[config.mk]
export PLATFORM = sky130hd
export DESIGN_NAME = dm_ctrl
export DESIGN_NICKNAME = d
export VERILOG_FILES = /design/src/rtl/dm_pkg.sv /design/src/rtl/dm_abscmd.sv /design/src/rtl/dm_ctrl.sv
export SDC_FILE = /design/constraint.sdc
export NUM_CORES = 1
export LEC_CHECK = 0
export CORE_MARGIN = 5
export CORE_UTILIZATION = 47
export CTS_CLUSTER_DIAMETER = 150
export DETAILED_ROUTE_END_ITERATION = 16
export GPL_ROUTABILITY_DRIVEN = 0
export GPL_TIMING_DRIVEN = 0
export PLACE_DENSITY = 0.81
export SLEW_MARGIN = 20
export SYNTH_ARGS = -nofsm -noshare
export SYNTH_HDL_FRONTEND = slang
export SYNTH_SLANG_ARGS = --single-unit
[constraint.sdc]
create_clock -name clk_i -period 4.3 [get_ports clk_i]
set_clock_uncertainty 0.15 [all_clocks]
set_input_delay 0.43 -clock clk_i [delete_from_list [all_inputs] [get_ports clk_i]]
set_output_delay 0.43 -clock clk_i [all_outputs]
set_load 0.01 [all_outputs]
[src/rtl/dm_pkg.sv]
// Shared definitions for the debug module: register map, field positions,
// abstract command layout, cmderr codes and FSM encodings.
package dm_pkg;

    localparam logic [6:0] ADDR_DATA0      = 7'h04;
    localparam logic [6:0] ADDR_DMCONTROL  = 7'h10;
    localparam logic [6:0] ADDR_DMSTATUS   = 7'h11;
    localparam logic [6:0] ADDR_ABSTRACTCS = 7'h16;
    localparam logic [6:0] ADDR_COMMAND    = 7'h17;

    localparam int DMC_HALTREQ   = 31;
    localparam int DMC_RESUMEREQ = 30;
    localparam int DMC_NDMRESET  = 1;
    localparam int DMC_DMACTIVE  = 0;

    localparam int DMS_ALLRESUMEACK  = 17;
    localparam int DMS_ANYRESUMEACK  = 16;
    localparam int DMS_ALLRUNNING    = 11;
    localparam int DMS_ANYRUNNING    = 10;
    localparam int DMS_ALLHALTED     = 9;
    localparam int DMS_ANYHALTED     = 8;
    localparam int DMS_AUTHENTICATED = 7;

    localparam int ACS_BUSY       = 12;
    localparam int ACS_CMDERR_MSB = 10;
    localparam int ACS_CMDERR_LSB = 8;
    localparam logic [3:0] ACS_DATACOUNT = 4'd1;

    localparam logic [2:0]  AARSIZE_32     = 3'd2;
    localparam logic [15:0] REGNO_GPR_BASE = 16'h1000;

    localparam logic [2:0] CMDERR_NONE       = 3'd0;
    localparam logic [2:0] CMDERR_BUSY       = 3'd1;
    localparam logic [2:0] CMDERR_NOTSUP     = 3'd2;
    localparam logic [2:0] CMDERR_HALTRESUME = 3'd4;

    localparam logic [0:0] R_IDLE = 1'b0;
    localparam logic [0:0] R_REQ  = 1'b1;

    localparam logic [1:0] A_IDLE = 2'd0;
    localparam logic [1:0] A_REQ  = 2'd1;
    localparam logic [1:0] A_DONE = 2'd2;

    typedef struct packed {
        logic [7:0]  cmdtype;
        logic        rsvd;
        logic [2:0]  aarsize;
        logic        postinc;
        logic        postexec;
        logic        transfer;
        logic        write;
        logic [15:0] regno;
    } abs_cmd_t;

endpackage

[src/rtl/dm_abscmd.sv]
// Abstract command engine: decodes access-register commands, owns data0 and
// cmderr, and runs the GPR request/ack handshake with the hart.
module dm_abscmd
    import dm_pkg::*;
(
    input  logic        clk_i,
    input  logic        rst_i,
    input  logic        clear_i,
    input  logic        halted_i,
    input  logic        wr_data0_i,
    input  logic        wr_abscs_i,
    input  logic        wr_cmd_i,
    input  logic [31:0] wdata_i,
    output logic [31:0] data0_o,
    output logic [2:0]  cmderr_o,
    output logic        busy_o,
    output logic        reg_req_o,
    output logic        reg_we_o,
    output logic [4:0]  reg_addr_o,
    output logic [31:0] reg_wdata_o,
    input  logic [31:0] reg_rdata_i,
    input  logic        reg_ack_i
);

    logic [1:0]  state_q, state_d;
    logic [31:0] data0_q, data0_d;
    logic [2:0]  cmderr_q, cmderr_d;
    logic        orphan_q, orphan_d;
    logic        we_q, we_d;
    logic [4:0]  addr_q, addr_d;
    logic [31:0] wdata_q, wdata_d;
    abs_cmd_t    cmd;
    logic        cmd_ok;
    logic        busy;
    logic        unused_cmd;

    assign cmd        = abs_cmd_t'(wdata_i);
    assign cmd_ok     = (cmd.cmdtype == 8'd0) && (cmd.aarsize == AARSIZE_32) &&
                        (cmd.regno[15:5] == REGNO_GPR_BASE[15:5]);
    assign busy       = (state_q != A_IDLE);
    assign unused_cmd = cmd.rsvd ^ cmd.postinc ^ cmd.postexec;

    always_comb begin
        state_d  = state_q;
        data0_d  = data0_q;
        cmderr_d = cmderr_q;
        orphan_d = orphan_q;
        we_d     = we_q;
        addr_d   = addr_q;
        wdata_d  = wdata_q;
        if (clear_i) begin
            // A request in flight cannot be withdrawn; keep it up until the
            // hart acks, then throw the result away.
            state_d  = A_IDLE;
            data0_d  = '0;
            cmderr_d = CMDERR_NONE;
            orphan_d = (orphan_q || state_q == A_REQ) && !reg_ack_i;
        end else begin
            if (orphan_q && reg_ack_i)
                orphan_d = 1'b0;
            case (state_q)
                A_REQ: if (reg_ack_i) begin
                    state_d = A_DONE;
                    if (!we_q)
                        data0_d = reg_rdata_i;
                end
                A_DONE:  state_d = A_IDLE;
                default: ;
            endcase
            if (busy && (wr_data0_i || wr_abscs_i || wr_cmd_i)) begin
                if (cmderr_q == CMDERR_NONE)
                    cmderr_d = CMDERR_BUSY;
            end else if (wr_data0_i) begin
                data0_d = wdata_i;
            end else if (wr_abscs_i) begin
                cmderr_d = cmderr_q & ~wdata_i[ACS_CMDERR_MSB:ACS_CMDERR_LSB];
            end else if (wr_cmd_i && cmderr_q == CMDERR_NONE && !orphan_q) begin
                if (!cmd_ok)
                    cmderr_d = CMDERR_NOTSUP;
                else if (cmd.transfer) begin
                    if (!halted_i)
                        cmderr_d = CMDERR_HALTRESUME;
                    else begin
                        state_d = A_REQ;
                        we_d    = cmd.write;
                        addr_d  = cmd.regno[4:0];
                        wdata_d = data0_q;
                    end
                end
            end
        end
    end

    always_ff @(posedge clk_i or posedge rst_i) begin
        if (rst_i) begin
            state_q  <= A_IDLE;
            data0_q  <= '0;
            cmderr_q <= CMDERR_NONE;
            orphan_q <= 1'b0;
            we_q     <= 1'b0;
            addr_q   <= '0;
            wdata_q  <= '0;
        end else begin
            state_q  <= state_d;
            data0_q  <= data0_d;
            cmderr_q <= cmderr_d;
            orphan_q <= orphan_d;
            we_q     <= we_d;
            addr_q   <= addr_d;
            wdata_q  <= wdata_d;
        end
    end

    assign data0_o     = data0_q;
    assign cmderr_o    = cmderr_q;
    assign busy_o      = busy;
    assign reg_req_o   = (state_q == A_REQ) || orphan_q;
    assign reg_we_o    = we_q;
    assign reg_addr_o  = addr_q;
    assign reg_wdata_o = wdata_q;

endmodule

[src/rtl/dm_ctrl.sv]
// RISC-V debug module control: DMI Wishbone slave, dmcontrol/dmstatus,
// halt request and resume handshake for a single hart.
module dm_ctrl
    import dm_pkg::*;
#(
    parameter int unsigned DMI_ADDRW  = 9,
    parameter int unsigned DMI_DATAW  = 32,
    parameter logic [3:0]  DM_VERSION = 4'd2
) (
    input  logic                 clk_i,
    input  logic                 rst_i,
    input  logic [DMI_ADDRW-1:0] dmi_wb_adr_i,
    input  logic [DMI_DATAW-1:0] dmi_wb_dat_i,
    output logic [DMI_DATAW-1:0] dmi_wb_dat_o,
    input  logic                 dmi_wb_cyc_i,
    input  logic                 dmi_wb_stb_i,
    input  logic                 dmi_wb_we_i,
    input  logic [3:0]           dmi_wb_sel_i,
    output logic                 dmi_wb_ack_o,
    output logic                 dmactive_o,
    output logic                 ndmreset_o,
    output logic                 hart_haltreq_o,
    output logic                 hart_resumereq_o,
    input  logic                 hart_resumeack_i,
    input  logic                 hart_halted_i,
    output logic                 hart_reg_req_o,
    output logic                 hart_reg_we_o,
    output logic [4:0]           hart_reg_addr_o,
    output logic [31:0]          hart_reg_wdata_o,
    input  logic [31:0]          hart_reg_rdata_i,
    input  logic                 hart_reg_ack_i
);

    logic                 ack_q, ack_d;
    logic [DMI_DATAW-1:0] rdata_q, rdata_d;
    logic                 dmactive_q, dmactive_d;
    logic                 haltreq_q, haltreq_d;
    logic                 ndmreset_q, ndmreset_d;
    logic [0:0]           r_state_q, r_state_d;
    logic                 resumeack_q, resumeack_d;
    logic                 access, wr, wr_dmc, clear;
    logic                 sel_data0, sel_dmc, sel_dms, sel_acs, sel_cmd;
    logic [31:0]          data0;
    logic [2:0]           cmderr;
    logic                 busy;
    logic                 unused_sel;

    assign access     = dmi_wb_cyc_i & dmi_wb_stb_i & ~ack_q;
    assign wr         = access & dmi_wb_we_i;
    assign sel_data0  = (dmi_wb_adr_i == DMI_ADDRW'(ADDR_DATA0));
    assign sel_dmc    = (dmi_wb_adr_i == DMI_ADDRW'(ADDR_DMCONTROL));
    assign sel_dms    = (dmi_wb_adr_i == DMI_ADDRW'(ADDR_DMSTATUS));
    assign sel_acs    = (dmi_wb_adr_i == DMI_ADDRW'(ADDR_ABSTRACTCS));
    assign sel_cmd    = (dmi_wb_adr_i == DMI_ADDRW'(ADDR_COMMAND));
    assign wr_dmc     = wr & sel_dmc;
    assign unused_sel = ^dmi_wb_sel_i;
    // Everything but dmactive sits in reset while inactive, and a write that
    // drops dmactive clears state on that same edge.
    assign clear      = ~dmactive_q | (wr_dmc & ~dmi_wb_dat_i[DMC_DMACTIVE]);

    always_comb begin
        ack_d   = access;
        rdata_d = rdata_q;
        if (access) begin
            rdata_d = '0;
            if (sel_data0) begin
                rdata_d = data0;
            end else if (sel_dmc) begin
                rdata_d[DMC_HALTREQ]  = haltreq_q;
                rdata_d[DMC_NDMRESET] = ndmreset_q;
                rdata_d[DMC_DMACTIVE] = dmactive_q;
            end else if (sel_dms) begin
                rdata_d[DMS_ALLRESUMEACK]  = resumeack_q;
                rdata_d[DMS_ANYRESUMEACK]  = resumeack_q;
                rdata_d[DMS_ALLRUNNING]    = ~hart_halted_i;
                rdata_d[DMS_ANYRUNNING]    = ~hart_halted_i;
                rdata_d[DMS_ALLHALTED]     = hart_halted_i;
                rdata_d[DMS_ANYHALTED]     = hart_halted_i;
                rdata_d[DMS_AUTHENTICATED] = 1'b1;
                rdata_d[3:0]               = DM_VERSION;
            end else if (sel_acs) begin
                rdata_d[ACS_BUSY]                      = busy;
                rdata_d[ACS_CMDERR_MSB:ACS_CMDERR_LSB] = cmderr;
                rdata_d[3:0]                           = ACS_DATACOUNT;
            end
        end
    end

    always_comb begin
        dmactive_d  = wr_dmc ? dmi_wb_dat_i[DMC_DMACTIVE] : dmactive_q;
        haltreq_d   = haltreq_q;
        ndmreset_d  = ndmreset_q;
        r_state_d   = r_state_q;
        resumeack_d = resumeack_q;
        if (clear) begin
            haltreq_d   = 1'b0;
            ndmreset_d  = 1'b0;
            r_state_d   = R_IDLE;
            resumeack_d = 1'b0;
        end else begin
            if (wr_dmc) begin
                haltreq_d  = dmi_wb_dat_i[DMC_HALTREQ];
                ndmreset_d = dmi_wb_dat_i[DMC_NDMRESET];
            end
            if (r_state_q == R_IDLE) begin
                if (wr_dmc && dmi_wb_dat_i[DMC_RESUMEREQ] && !dmi_wb_dat_i[DMC_HALTREQ]) begin
                    r_state_d   = R_REQ;
                    resumeack_d = 1'b0;
                end
            end else if (hart_resumeack_i) begin
                r_state_d   = R_IDLE;
                resumeack_d = 1'b1;
            end
        end
    end

    always_ff @(posedge clk_i or posedge rst_i) begin
        if (rst_i) begin
            ack_q       <= 1'b0;
            rdata_q     <= '0;
            dmactive_q  <= 1'b0;
            haltreq_q   <= 1'b0;
            ndmreset_q  <= 1'b0;
            r_state_q   <= R_IDLE;
            resumeack_q <= 1'b0;
        end else begin
            ack_q       <= ack_d;
            rdata_q     <= rdata_d;
            dmactive_q  <= dmactive_d;
            haltreq_q   <= haltreq_d;
            ndmreset_q  <= ndmreset_d;
            r_state_q   <= r_state_d;
            resumeack_q <= resumeack_d;
        end
    end

    dm_abscmd u_abscmd (
        .clk_i       (clk_i),
        .rst_i       (rst_i),
        .clear_i     (clear),
        .halted_i    (hart_halted_i),
        .wr_data0_i  (wr & sel_data0),
        .wr_abscs_i  (wr & sel_acs),
        .wr_cmd_i    (wr & sel_cmd),
        .wdata_i     (dmi_wb_dat_i[31:0]),
        .data0_o     (data0),
        .cmderr_o    (cmderr),
        .busy_o      (busy),
        .reg_req_o   (hart_reg_req_o),
        .reg_we_o    (hart_reg_we_o),
        .reg_addr_o  (hart_reg_addr_o),
        .reg_wdata_o (hart_reg_wdata_o),
        .reg_rdata_i (hart_reg_rdata_i),
        .reg_ack_i   (hart_reg_ack_i)
    );

    assign dmi_wb_ack_o     = ack_q;
    assign dmi_wb_dat_o     = rdata_q;
    assign dmactive_o       = dmactive_q;
    assign ndmreset_o       = ndmreset_q & dmactive_q;
    assign hart_haltreq_o   = haltreq_q & dmactive_q;
    assign hart_resumereq_o = (r_state_q == R_REQ);

endmodule
; ---- Yosys cells after proc, flatten, opt, wreduce, memory -nomap -nowiden
; Cells that the tools add are included.
[totals]
ram_bits = 0
out_inout_bits = 76
in_bits = 85
latch_bits = 0
reg_bits = 114
word_cells = 134
n_memories = 0
romBits = 0
[op_classes]
mux = 60
bitwise_logic = 21
n_div = 0
n_reduce_logical = 25
n_eq_ne = 14
shifts = 0
n_mul = 0
n_addsub = 0
n_lt_le_gt_ge = 0
[op_table]
columns = cell, count
row1 = two-way mux 32 bit, 6
row2 = two-way mux 3 bit, 13
row3 = == test 9 x 5 -> 1 bit (second input constant), 4
row4 = two-way mux 2 bit, 15
row5 = two-way mux 1 bit, 21
row6 = two-way mux 13 bit, 1
row7 = two-way mux 6 bit, 2
row8 = == test 11 x 8 -> 1 bit (second input constant), 1
row9 = AND 1 bit, 10
row10 = != test 5 x 4 -> 1 bit (second input constant), 2
row11 = == test 9 x 3 -> 1 bit (second input constant), 1
row12 = logical AND 1 bit, 9
row13 = zero test 8 bit, 1
row14 = inverter 1 bit, 8
row15 = AND reduction 8 bit, 1
row16 = != test 3 bit (second input constant), 2
row17 = nonzero test 2 bit, 3
row18 = AND reduction 5 bit, 1
row19 = two-way mux 4 bit, 1
row20 = one-hot mux 2 bit (2 select lines), 1
row21 = nonzero test 4 bit, 1
row22 = AND 3 bit, 1
row23 = == test 3 x 2 -> 1 bit (second input constant), 1
row24 = zero test 1 bit, 3
row25 = 9 further kinds, 11

; ---- Depth between registers and ports, before layout
; Gate-level depths: netlist (run 1).
[depth]
ltp_word = 11
ltp_mapped = 9

; ---- Modules after synthesis
; A second synthesis (run 1) with hierarchy kept.
[unflattened]
hier_cells = 432
hier_area_um2 = 5185.0
[by_module_without_submodules]
columns = mod, seq_area_each_um2, n_inst, cells_per_inst, area_per_inst_um2
row1 = dm_abscmd, 1901.8, 1, 277, 3469.6
row2 = dm_ctrl, 950.9, 1, 155, 1715.4

; ---- Least setup slack after synthesis (run 1)
; No wires, ideal clock.
[synth_timing]
kind = in2reg
startpoint = input port dmi_wb_adr_i[5]
endpoint = register u_abscmd.we_q (netlist: u_abscmd.reg_we_o)
setup_time_ps = 127
cell_stages = 6
setup_slack_ps = 1771
arrival_time_ps = 2252
path_buffers = 2
cell_sequence = or4b_1 o41ai_4 nand4b_1 buf_6 buf_6 mux2_1
[synth_between]
elab_chain_cells = 7
elab_cells_between_ends = 20
[synth_lines]
columns = item, line_no
row1 = "start, declared", dm_ctrl.sv:12  ; input logic [DMI_ADDRW-1:0] dmi_wb_adr_i,
row2 = == test 9 x 3 -> 1 bit or == test 9 x 5 -> 1 bit (tied branches), "dm_ctrl.sv:50, dm_ctrl.sv:53"
row3 = AND 1 bit (on tied branches), "dm_ctrl.sv:142, dm_ctrl.sv:143"
row4 = logical OR 1 bit (2 in a row), dm_abscmd.sv:70  ; if (busy && (wr_data0_i || wr_abscs_i || wr_cmd_i)) begin
row5 = logical AND 1 bit, dm_abscmd.sv:70
row6 = inverter 1 bit (no line), -
row7 = AND reduction 8 bit (no line) *, -
row8 = "end signal, assigned", dm_abscmd.sv:108  ; we_q <= we_d;
row9 = "end, declared", dm_abscmd.sv:29  ; logic we_q, we_d;
; Mark *: on every way between the ends. The rest lies on a longest branch, timed or not.
; A chain may end at the register's enable or synchronous reset.

; ---- Worst setup path in the final report (run 1)
[layout_timing]
startpoint = register ack_q (netlist: dmi_wb_ack_o)
endpoint = register u_abscmd.data0_q[2] (netlist: u_abscmd.data0_o[2])
[layout_between]
elab_chain_cells = 9
elab_cells_between_ends = 15
[layout_lines]
columns = item, line_no
row1 = "start, declared", dm_ctrl.sv:34  ; logic ack_q, ack_d;
row2 = "start signal, assigned", dm_ctrl.sv:127  ; ack_q <= ack_d;
row3 = inverter 1 bit *, dm_ctrl.sv:48  ; assign access = dmi_wb_cyc_i & dmi_wb_stb_i & ~ack_q;
row4 = AND 1 bit *, dm_ctrl.sv:48
row5 = AND 1 bit *, dm_ctrl.sv:49  ; assign wr = access & dmi_wb_we_i;
row6 = AND 1 bit (on tied branches), "dm_ctrl.sv:142, dm_ctrl.sv:143"
row7 = logical OR 1 bit (2 in a row), dm_abscmd.sv:70
row8 = logical AND 1 bit, dm_abscmd.sv:70
row9 = two-way mux 32 bit, dm_abscmd.sv:70
row10 = two-way mux 32 bit *, dm_abscmd.sv:51  ; if (clear_i) begin
row11 = named net u_abscmd.data0_d[2], dm_abscmd.sv:26  ; logic [31:0] data0_q, data0_d;
row12 = "end signal, assigned", dm_abscmd.sv:105  ; data0_q <= data0_d;
row13 = "end, declared", dm_abscmd.sv:26
; Mark *: on every way through the listed nets, which the timed path passes. The rest lies on a longest branch.

==> impl_metrics.csv, run 1 <==
group,metric,value,unit
outcome,outcome,"finished clean",
cells_and_area,final_area,7530,um^2
pwr,irDropWorstVdd,0.000213,V
logic_synthesis,synth.most_common_cell,"dfrtp_1",
floorplanning,io_pins,161,
detailed_routing,drt_pass1_iterations,5,
floorplanning,start_util,0.476,
global_route,grt_first_pass_wirelength,25200,um
placement,hpwlAfterDp,11900,um
critical_path,path_class,"reg2reg",
detailed_routing,vias,4528,
cts,numClockSinks,114,
pwr,sequentialPowerShare,0.397,
cells_and_area,fin_cells,800,
pwr,switchingPower,0.582,mW
logic_synthesis,synth_cells,472,
critical_path,rrSetupSlack,1.36,ns
timing,hold_viol,0,
timing,slew_headroom,0.339,
cts,clockRootBuffer,"clkbuf_8",
logic_synthesis,synth_nets,559,
logic_synthesis,yosys_warnings,0,
cts,clkTransAtPathRegs,0.06,ns
logic_synthesis,synthArstFlopShare,1.00,
logic_synthesis,synth.top_cell.area_share,0.555,
logic_synthesis,synth_common_cells,"dfrtp_1 (114), nand2_1 (63), nor2_1 (44)",
logic_synthesis,syn-cell-area,5140,um^2
floorplanning,coreArea,10800,um^2
cts,cts-hold-fix-buffers,0,
logic_synthesis,synth_edf_count,0,
critical_path,required,4.55,ns
cells_and_area,drive_above_1_share,0.0985,
global_route,grt_usage,0.253,
detailed_routing,drt_drc_violations_left,0,
floorplanning,rows,38,
timing,period_minus_slack,2.94,ns
cts,post_cts_buffers,0,
placement,post-place-cells,768,
cts,cts_htree_levels,4,
logic_synthesis,syn_avg_cell_area,10.9,um^2
global_route,antenna_found_initial,0,
cells_and_area,nNetsFinal,734,
timing,rsz0062_at_grt,"no",
hold_path,hold_path.class,"in2async",
timing,finalCritPeriodShare,0.684,
timing,tightest_slew,0.983,ns
pwr,p_leak,3.53,nW
timing,final.setup.tns,0,ns
placement,portBuffers,155,
logic_synthesis,ys_ff_latch,114,
global_route,gr-total-overflow,0,
timing,drv_slew,0,
detailed_routing,viasPerCell,5.66,
floorplanning,dieArea,13100,um^2
pwr,p_int,2.15,mW
cts,cts_buffers,17,
timing,finalSetupViolCount,0,
global_route,grt_max_degree,65,
pwr,power_frac_clock,0.543,
pwr,power_density,363,nW/um^2
logic_synthesis,yosysTopAreaCell,"dfrtp_1",
detailed_routing,final_antenna_net_count,0,
placement,dpl-instance-area,6900,um^2
pwr,pwr-share-comb,0.060,
floorplanning,die_h,115,um
timing,max_freq,340,MHz
global_route,grt_pass1_vias,4738,
cells_and_area,antenna_cells,0,
floorplanning,fp.dieW,115,um
logic_synthesis,ys.flop_type,"dfrtp_1",
cts,cts_resized,0,
critical_path,cp-end-kind,"flop",
logic_synthesis,synth_area_leaders,"dfrtp_1 (56%), mux2i_1 (6.2%), nand2_1 (4.6%), a211oi_1 (4.5%), mux2_1 (4.2%)",
cts,cts_tree,"yes",
detailed_routing,wire_per_inst,20.1,um
critical_path,critPathLaunchType,"flop",
logic_synthesis,synth-seq-area-share,0.555,
detailed_routing,drt_iter0_markers,299,
critical_path,crit_arrival,3.19,ns
cts,clockBufferDepth,2,
cts,clock_latency,0.52,ns
critical_path,crit_fanout,10,
detailed_routing,wl,16100,um
cells_and_area,area_delta_synth_final,46.6,%
logic_synthesis,synth.distinct_cells,41,
flow_run,max-cap-violations,0,
pwr,switching_share,0.213,
[area by class of cell]
type	instances	area, um^2
Multi-Input combinational cell	318	2100
Sequential cell	114	2850
Timing Repair Buffer	156	1580
Inverter	10	42.5
Buffer	30	144
Clock inverter	12	180
Tap cell	140	175
Clock buffer	20	455
Fill cell	817	3260
[final timing paths]
path	start	end	cells after the start
max	dmi_wb_ack_o	u_abscmd.data0_o[2]	8
min	rst_i	dmi_wb_dat_o[19]	2
max reg2reg	dmi_wb_ack_o	u_abscmd.data0_o[2]	8
min reg2reg	dmi_wb_dat_o[21]	dmi_wb_dat_o[21]	2
max in group asynchronous	rst_i	u_abscmd.data0_o[30]	3
min in group clk_i	dmi_wb_dat_o[21]	dmi_wb_dat_o[21]	2
[placed cells by master, fill, tap and decap left out, drive strengths merged, types with 3 or more instances in the layout]
cell	instances
a21oi	8
clkinvlp	5
nor2	44
o21ai	17
mux2i	32
bufinv	4
a211oi	31
a31oi	6
nor4	5
clkbuf	39
nand3	24
clkdlybuf4s50	155
inv	10
clkinv	3
a22oi	7
nor3	6
buf	12
nand2	63
dfrtp	114
mux2	38
nor4b	5
nand4	5
[through the flow]
step / setup WS, ns / power, mW / util / hold slack [ns]
global placement: -0.782 / 1.26 / 0.636 / 0.302
global route: 1.14 / 2.82 / 0.698 / 0.233
finish: 1.36 / 2.74 / 0.698 / 0.179
CTS: 1.38 / 2.75 / 0.698 / 0.190
detailed placement: 1.03 / 1.27 / 0.639 / 0.308
floorplan: 0.704 / 1.15 / - / 0.330
[critical path, stage by stage (launching register included)]
cell      delay [ns]
dfrtp_1         0.41
nand3b_1        0.42
inv_1           0.27
and2_1          0.22
nand3_1         0.25
nand3_1         0.39
buf_2           0.31
nor2_1          0.09
a211oi_1        0.31
[logic make-up after synthesis]
| kind of cell | after synthesis | synth area share |
|---|---|---|
| AO/OA/AOI/OAI | 76 | 0.103 |
| adder cells (fa/ha/maj) | 2 | 0.00487 |
| buffers and inverters | 40 | 0.0353 |
| flip-flops | 114 | 0.555 |
| multiplexers | 70 | 0.146 |
| AND/OR/NAND/NOR | 170 | 0.156 |
[metal layers]
| metal | GRT usage | vias up | routed length [um] |
|---|---|---|---|
| met5 | 0 | - | 0 |
| li1 | - | 2041 | - |
| met4 | 0.0950 | 0 | 440 |
| met1 | 0.325 | 2228 | 6450 |
| met2 | 0.419 | 223 | 7990 |
| met3 | 0.0576 | 36 | 1200 |
[power by group through the flow]
stage	Combinational [mW]	Clock, mW	Sequential, mW
finish	0.164	1.49	1.09
global placement	0.156	0	1.10
floorplan	0.0410	0	1.10
CTS	0.164	1.50	1.09
global route	0.176	1.56	1.09
detailed placement	0.163	0	1.10
[sequential cells by signal, indices dropped and copies added, names as in the netlist]
register,count
dmi_wb_ack_o,1
dmactive_o,1
u_abscmd.data0_o,32
u_abscmd.reg_wdata_o,32
resumeack_q,1
u_abscmd.state_q,2
u_abscmd.reg_we_o,1
haltreq_q,1
u_abscmd.cmderr_o,3
u_abscmd.reg_addr_o,5
hart_resumereq_o,1
dmi_wb_dat_o,32
ndmreset_q,1
u_abscmd.orphan_q,1
No activity file was read; power rests on OpenSTA's default activity.
==> run 2: changes to the inputs <==
- CORE_UTILIZATION: 47 -> 42
- PLACE_DENSITY: 0.81 -> 0.76
- clock period: 4.3 -> 2.7 ns (I/O delays scaled with it)
==> run 2 against run 1 <==
Compared with the run above: non-clock buffer count is 7 higher; sequential power is 59% higher; final area is 1.5% higher; combinational power is 66% higher; total power is 62% higher; highest routed layer unchanged.
==> impl_metrics.csv, run 2 (synthesis gave the netlist of run 1 again) <==
group,metric,value,unit
flow_run,max-cap-violations,0,
cts,cts_htree_levels,4,
timing,slew_headroom,0.494,
critical_path,crit_fanout,10,
timing,period_minus_slack,2.62,ns
cells_and_area,most-common-layout-cells,"clkdlybuf4s50_1 (155), dfrtp_1 (114), nand2_1 (63)",
critical_path,path_class,"in2reg",
cts,clkTransAtPathRegs,0.05,ns
global_route,grt_usage,0.231,
cts,clockBufferDepth,2,
pwr,power.total,4.43,mW
global_route,gr-total-overflow,0,
detailed_routing,drt_drc_violations_left,0,
cts,clock_latency,0.41,ns
cells_and_area,area_delta_synth_final,48.8,%
pwr,p_leak,3.58,nW
cts,cts-hold-fix-buffers,0,
detailed_routing,dr.max_layer_used,"met4",
cts,cts_tree,"yes",
cells_and_area,nNetsFinal,741,
cells_and_area,final_common_cell,"clkdlybuf4s50_1",
placement,hpwlAfterDp,12100,um
outcome,outcome,"finished clean",
critical_path,cp-end-kind,"flop",
critical_path,crit_arrival,2.75,ns
placement,post-place-cells,777,
critical_path,required,2.83,ns
critical_path,critPathLaunchType,"input port",
cells_and_area,drive_above_1_share,0.112,
floorplanning,start_util,0.428,
detailed_routing,drt_iter0_markers,360,
timing,finalSetupViolCount,0,
cells_and_area,fin_util,0.636,
detailed_routing,route.met3.wl,1260,um
detailed_routing,route.met2.wl,8080,um
pwr,power_density,580,nW/um^2
timing,hold_viol,0,
floorplanning,fp.dieW,121,um
detailed_routing,final_antenna_net_count,0,
cells_and_area,fin_cells,814,
timing,max_freq,381,MHz
cells_and_area,antenna_cells,0,
pwr,irDropWorstVdd,0.000283,V
detailed_routing,drt-met1-wl,6770,um
placement,portBuffers,155,
global_route,grt_pass1_vias,4733,
cts,clockRootBuffer,"clkbuf_16",
global_route,grt_max_degree,33,
detailed_routing,vias,4545,
floorplanning,io_pins,161,
floorplanning,coreArea,12000,um^2
timing,finalCritPeriodShare,0.972,
floorplanning,dieArea,14500,um^2
detailed_routing,drt_pass1_iterations,7,
floorplanning,rows,40,
cts,numClockSinks,114,
timing,drv_slew,0,
global_route,antenna_found_initial,0,
hold_path,hold_path.class,"in2async",
timing,tightest_slew,0.758,ns
global_route,grt_first_pass_wirelength,25700,um
detailed_routing,viasPerCell,5.58,
detailed_routing,wl,16400,um
detailed_routing,wire_per_inst,20.2,um
floorplanning,die_h,121,um
cells_and_area,fill_cells,983,
cts,cts_buffers,17,
## run 2: worst paths after layout
path	startpoint	end	slack (ns)	depth (start not counted)
max in group asynchronous	rst_i	u_abscmd.reg_wdata_o[17]	1.70	3
worst max register to register	u_abscmd.state_q[0]	u_abscmd.data0_o[17]	0.13	6
worst min-delay path	rst_i	dmi_wb_dat_o[18]	0.15	2
worst max-delay path	dmi_wb_adr_i[5]	u_abscmd.reg_we_o	0.08	7
worst min register to register	dmi_wb_dat_o[29]	dmi_wb_dat_o[29]	0.31	2
min in group clk_i	dmi_wb_dat_o[29]	dmi_wb_dat_o[29]	0.31	2
## run 2: what timing repair did
item	CTS	global route
buffers inserted	1	4
pin swaps	1	1
resized for setup	1	2
cloned	0	0
endpoints found under the setup margin	51	37
## run 2: power by group
group          internal (mW)  switching (mW)
logic                  0.145           0.128
clock network           1.66           0.773
registers               1.72         0.00582
total                   3.53           0.906
## run 2: routing by layer
metal  up-vias  global-route usage
li1       2058                   -
met1      2252               0.294
met2       214               0.377
met3        21              0.0669
met4         0              0.0793
met5         -                   0
## run 2: area by class of cell
| class | instances | area, um^2 | share of cell area |
|---|---|---|---|
| plain buffers | 30 | 144 | 0.0188 |
| clock buffers | 23 | 498 | 0.0651 |
| clock inverters | 9 | 150 | 0.0196 |
| inverters | 10 | 41.3 | 0.00540 |
| multi-input cells | 318 | 2120 | 0.278 |
| flip-flops and latches | 114 | 2850 | 0.373 |
| well taps | 147 | 184 | 0.0241 |
| repair buffers | 163 | 1650 | 0.216 |
## run 2: worst max-delay path, stage by stage
cell             delay (ns)
clkdlybuf4s50_1        0.45
or4b_1                 0.68
o41ai_4                0.40
nand4b_1               0.21
buf_6                  0.19
buf_6                  0.20
mux2_1                 0.34
## run 2: per-stage QoR
stage                     TNS (ns)  hold slack, ns  setup slack [ns]  cell area [um^2]
final                            0           0.148            0.0765              7640
after floorplan                  0           0.186             0.331              5140
after detailed placement    -29.32           0.306            -0.479              6940
after CTS                        0           0.155           0.00132              7600
after global routing      -0.00652           0.194          -0.00652              7640
after global placement      -41.88           0.299            -0.428              6880
==> run 3: changes to the inputs <==
- ABC_AREA: not set -> 1
- CORE_UTILIZATION: 42 -> 43
==> run 3 against run 2 <==
Compared with the run above: clock power down 17%; die area up 4.9%; non-clock buffer count decreased by 7; sequential cell count stayed put; via count rose by 15%; cell count grew 27%; area after synthesis grew 7.8%; synthesized cell count up 42%; register-to-register slack gained 0.12 ns; hold slack lost 0.0063 ns.
==> impl_metrics.csv, run 3 <==
group,metric,value,unit
critical_path,path_cells,"inv_2 > nand3_2 > nor2_4 > nand3_2 > a21oi_1 > clkbuf_1 > o21ai_0 > nor2_1",
detailed_routing,drt_drc_violations_left,0,
logic_synthesis,syn-cell-area,5540,um^2
logic_synthesis,yosys_warnings,0,
cells_and_area,drive_above_1_share,0.113,
critical_path,cp-startpoint,"dmi_wb_ack_o",
placement,dpl-instance-area,7380,um^2
cts,cts_buffers,17,
cells_and_area,antenna_cells,0,
cells_and_area,fin_cells,1030,
global_route,gr-total-overflow,0,
timing,tightest_slew,0.666,ns
critical_path,crit_top_cell,"nand3_2",
detailed_routing,wire_per_inst,16.9,um
logic_synthesis,ys.flop_type,"dfrtp_1",
cts,cts_tree,"yes",
critical_path,reg2reg_to,"u_abscmd.data0_o[4]",
global_route,grt_first_pass_wirelength,26900,um
timing,finalCritPeriodShare,0.908,
logic_synthesis,yosysTopAreaCell,"dfrtp_1",
detailed_routing,final_antenna_net_count,0,
timing,hold_viol,0,
detailed_routing,vias,5220,
critical_path,crit_path_max_incr_delay,0.45,ns
logic_synthesis,synth_edf_count,0,
logic_synthesis,synth_cells,669,
critical_path,crit_path_end,"u_abscmd.data0_o[4]",
floorplanning,dieArea,15300,um^2
critical_path,slowest_stage,"clkbuf_1",
logic_synthesis,synth_area_leaders,"dfrtp_1 (52%), nand2_1 (14%), nor2_1 (7.2%), mux2_2 (6.3%), o21ai_0 (5.2%)",
timing,finalSetupViolCount,0,
timing,rsz0062_at_grt,"no",
pwr,irDropWorstVdd,0.000400,V
cts,numClockSinks,114,
critical_path,cp_top_family,"simple AND/OR/NAND/NOR gates",
placement,post-place-cells,1000,
cells_and_area,area_delta_synth_final,42.8,%
logic_synthesis,synth_common_cells,"nand2_1 (209), dfrtp_1 (114), nor2_1 (106)",
cts,cts-hold-fix-buffers,0,
cts,clock_latency,0.41,ns
logic_synthesis,synth-seq-area-share,0.515,
timing,period_minus_slack,2.45,ns
cts,clkTransAtPathRegs,0.05,ns
logic_synthesis,synth.top_cell.area_share,0.515,
logic_synthesis,synth.distinct_cells,35,
cts,post_cts_buffers,0,
placement,portBuffers,156,
cells_and_area,nNetsFinal,934,
critical_path,critPathLaunchType,"flop",
timing,max_freq,408,MHz
cts,clockBufferDepth,2,
logic_synthesis,synth_nets,756,
floorplanning,die_h,123,um
global_route,grt_pass1_vias,5183,
floorplanning,io_pins,161,
timing,slew_headroom,0.556,
floorplanning,fp.dieW,123,um
cts,cts_resized,0,
critical_path,crit_fanout,10,
critical_path,path_class,"reg2reg",
detailed_routing,drt_pass1_iterations,6,
global_route,grt_max_degree,34,
hold_path,hold_path.class,"in2async",
critical_path,crit_arrival,2.64,ns
timing,drv_slew,0,
critical_path,required,2.88,ns
cells_and_area,final_area,7910,um^2
floorplanning,rows,41,
logic_synthesis,synthArstFlopShare,1.00,
cts,clockRootBuffer,"clkbuf_16",
floorplanning,start_util,0.439,
critical_path,critical_path_buf_inv_count,2,
detailed_routing,drt_iter0_markers,407,
pwr,p_leak,3.85,nW
floorplanning,coreArea,12600,um^2
critical_path,cp-end-kind,"flop",
cells_and_area,final_common_cell,"nand2_1",
outcome,outcome,"finished clean",
logic_synthesis,synth.most_common_cell,"nand2_1",
detailed_routing,viasPerCell,5.07,
critical_path,cp_num_cells,8,
critical_path,reg2reg_from,"dmi_wb_ack_o",
logic_synthesis,ys_ff_latch,114,
cts,cts_htree_levels,4,
critical_path,rrSetupSlack,0.25,ns
cells_and_area,most-common-layout-cells,"nand2_1 (209), clkdlybuf4s50_1 (156), dfrtp_1 (114)",
critical_path,rr_worst_depth,8,
pwr,power_density,519,nW/um^2
placement,hpwlAfterDp,12800,um
global_route,grt_usage,0.236,
logic_synthesis,syn_avg_cell_area,8.28,um^2
flow_run,max-cap-violations,0,
detailed_routing,wl,17400,um
global_route,antenna_found_initial,0,
==> run 3: cell count changes after synthesis, sizes merged, moves of 5 or more <==
| cell | change |
|---|---|
| nand2 | +153 |
| nor2 | +69 |
| o21ai | +40 |
| inv | +34 |
| mux2i | -31 |
| a211oi | -29 |
| mux2 | -7 |
| a22oi | -6 |
| nor4 | -5 |
| nor4b | -5 |
==> run 3: layer usage <==
metal	global-route usage	vias up	routed length, um
met5	0	-	0
met4	0.0817	0	379
met3	0.0636	34	1450
met2	0.394	198	8340
met1	0.295	2489	7230
li1	-	2499	-
==> run 3: metrics by stage <==
stage                     hold WS [ns]  setup WS [ns]  power (mW)   util  setup TNS (ns)
after floorplan                  0.237          0.804        1.88      -               0
after global placement           0.303         -0.253        2.10  0.580          -28.29
after detailed placement         0.307        -0.0718        2.11  0.585          -0.541
after CTS                        0.151          0.245        4.13  0.627               0
after global routing             0.196         0.0319        4.24  0.627               0
final                            0.142          0.248        4.11  0.627               0
==> run 3: how the worst min path moves through the flow <==
stage	startpoint	end	slack [ns]	cells past startpoint
2_1_floorplan	dmi_wb_dat_i[1]	u_abscmd.reg_addr_o[1]	0.24	2
3_3_place_gp	u_abscmd.reg_wdata_o[12]	u_abscmd.reg_wdata_o[12]	0.30	2
3_5_place_dp	u_abscmd.reg_wdata_o[16]	u_abscmd.reg_wdata_o[16]	0.31	2
4_1_cts	rst_i	dmi_wb_dat_o[15]	0.15	2
5_1_grt	rst_i	dmi_wb_dat_o[15]	0.20	2
6_report	rst_i	dmi_wb_dat_o[15]	0.14	2
==> run 3: final cells by class <==
class,count,area (um^2)
Fill cell,1100,4710
Clock buffer,24,502
Sequential cell,114,2850
Clock inverter,6,30.0
Buffer,27,145
Inverter,45,173
Tap cell,172,215
Multi-Input combinational cell,483,2370
Timing Repair Buffer,159,1620
==> run 3: logic make-up (layout without fill, tap and decap cells) <==
logic type / Yosys count / in the layout / synth area share
mux: 32 / 32 / 0.0648
fa+ha+maj: 2 / 2 / 0.00452
simple gates: 368 / 368 / 0.281
buf+inv: 72 / 261 / 0.0567
flops: 114 / 114 / 0.515
compound gates: 81 / 81 / 0.0775
==> run 3: report_power, final <==
group	leakage [nW]	internal, mW	switching, mW
combinational	2.01	0.181	0.155
clock	0.271	1.27	0.751
sequential	1.57	1.74	0.0153
total	3.85	3.19	0.921
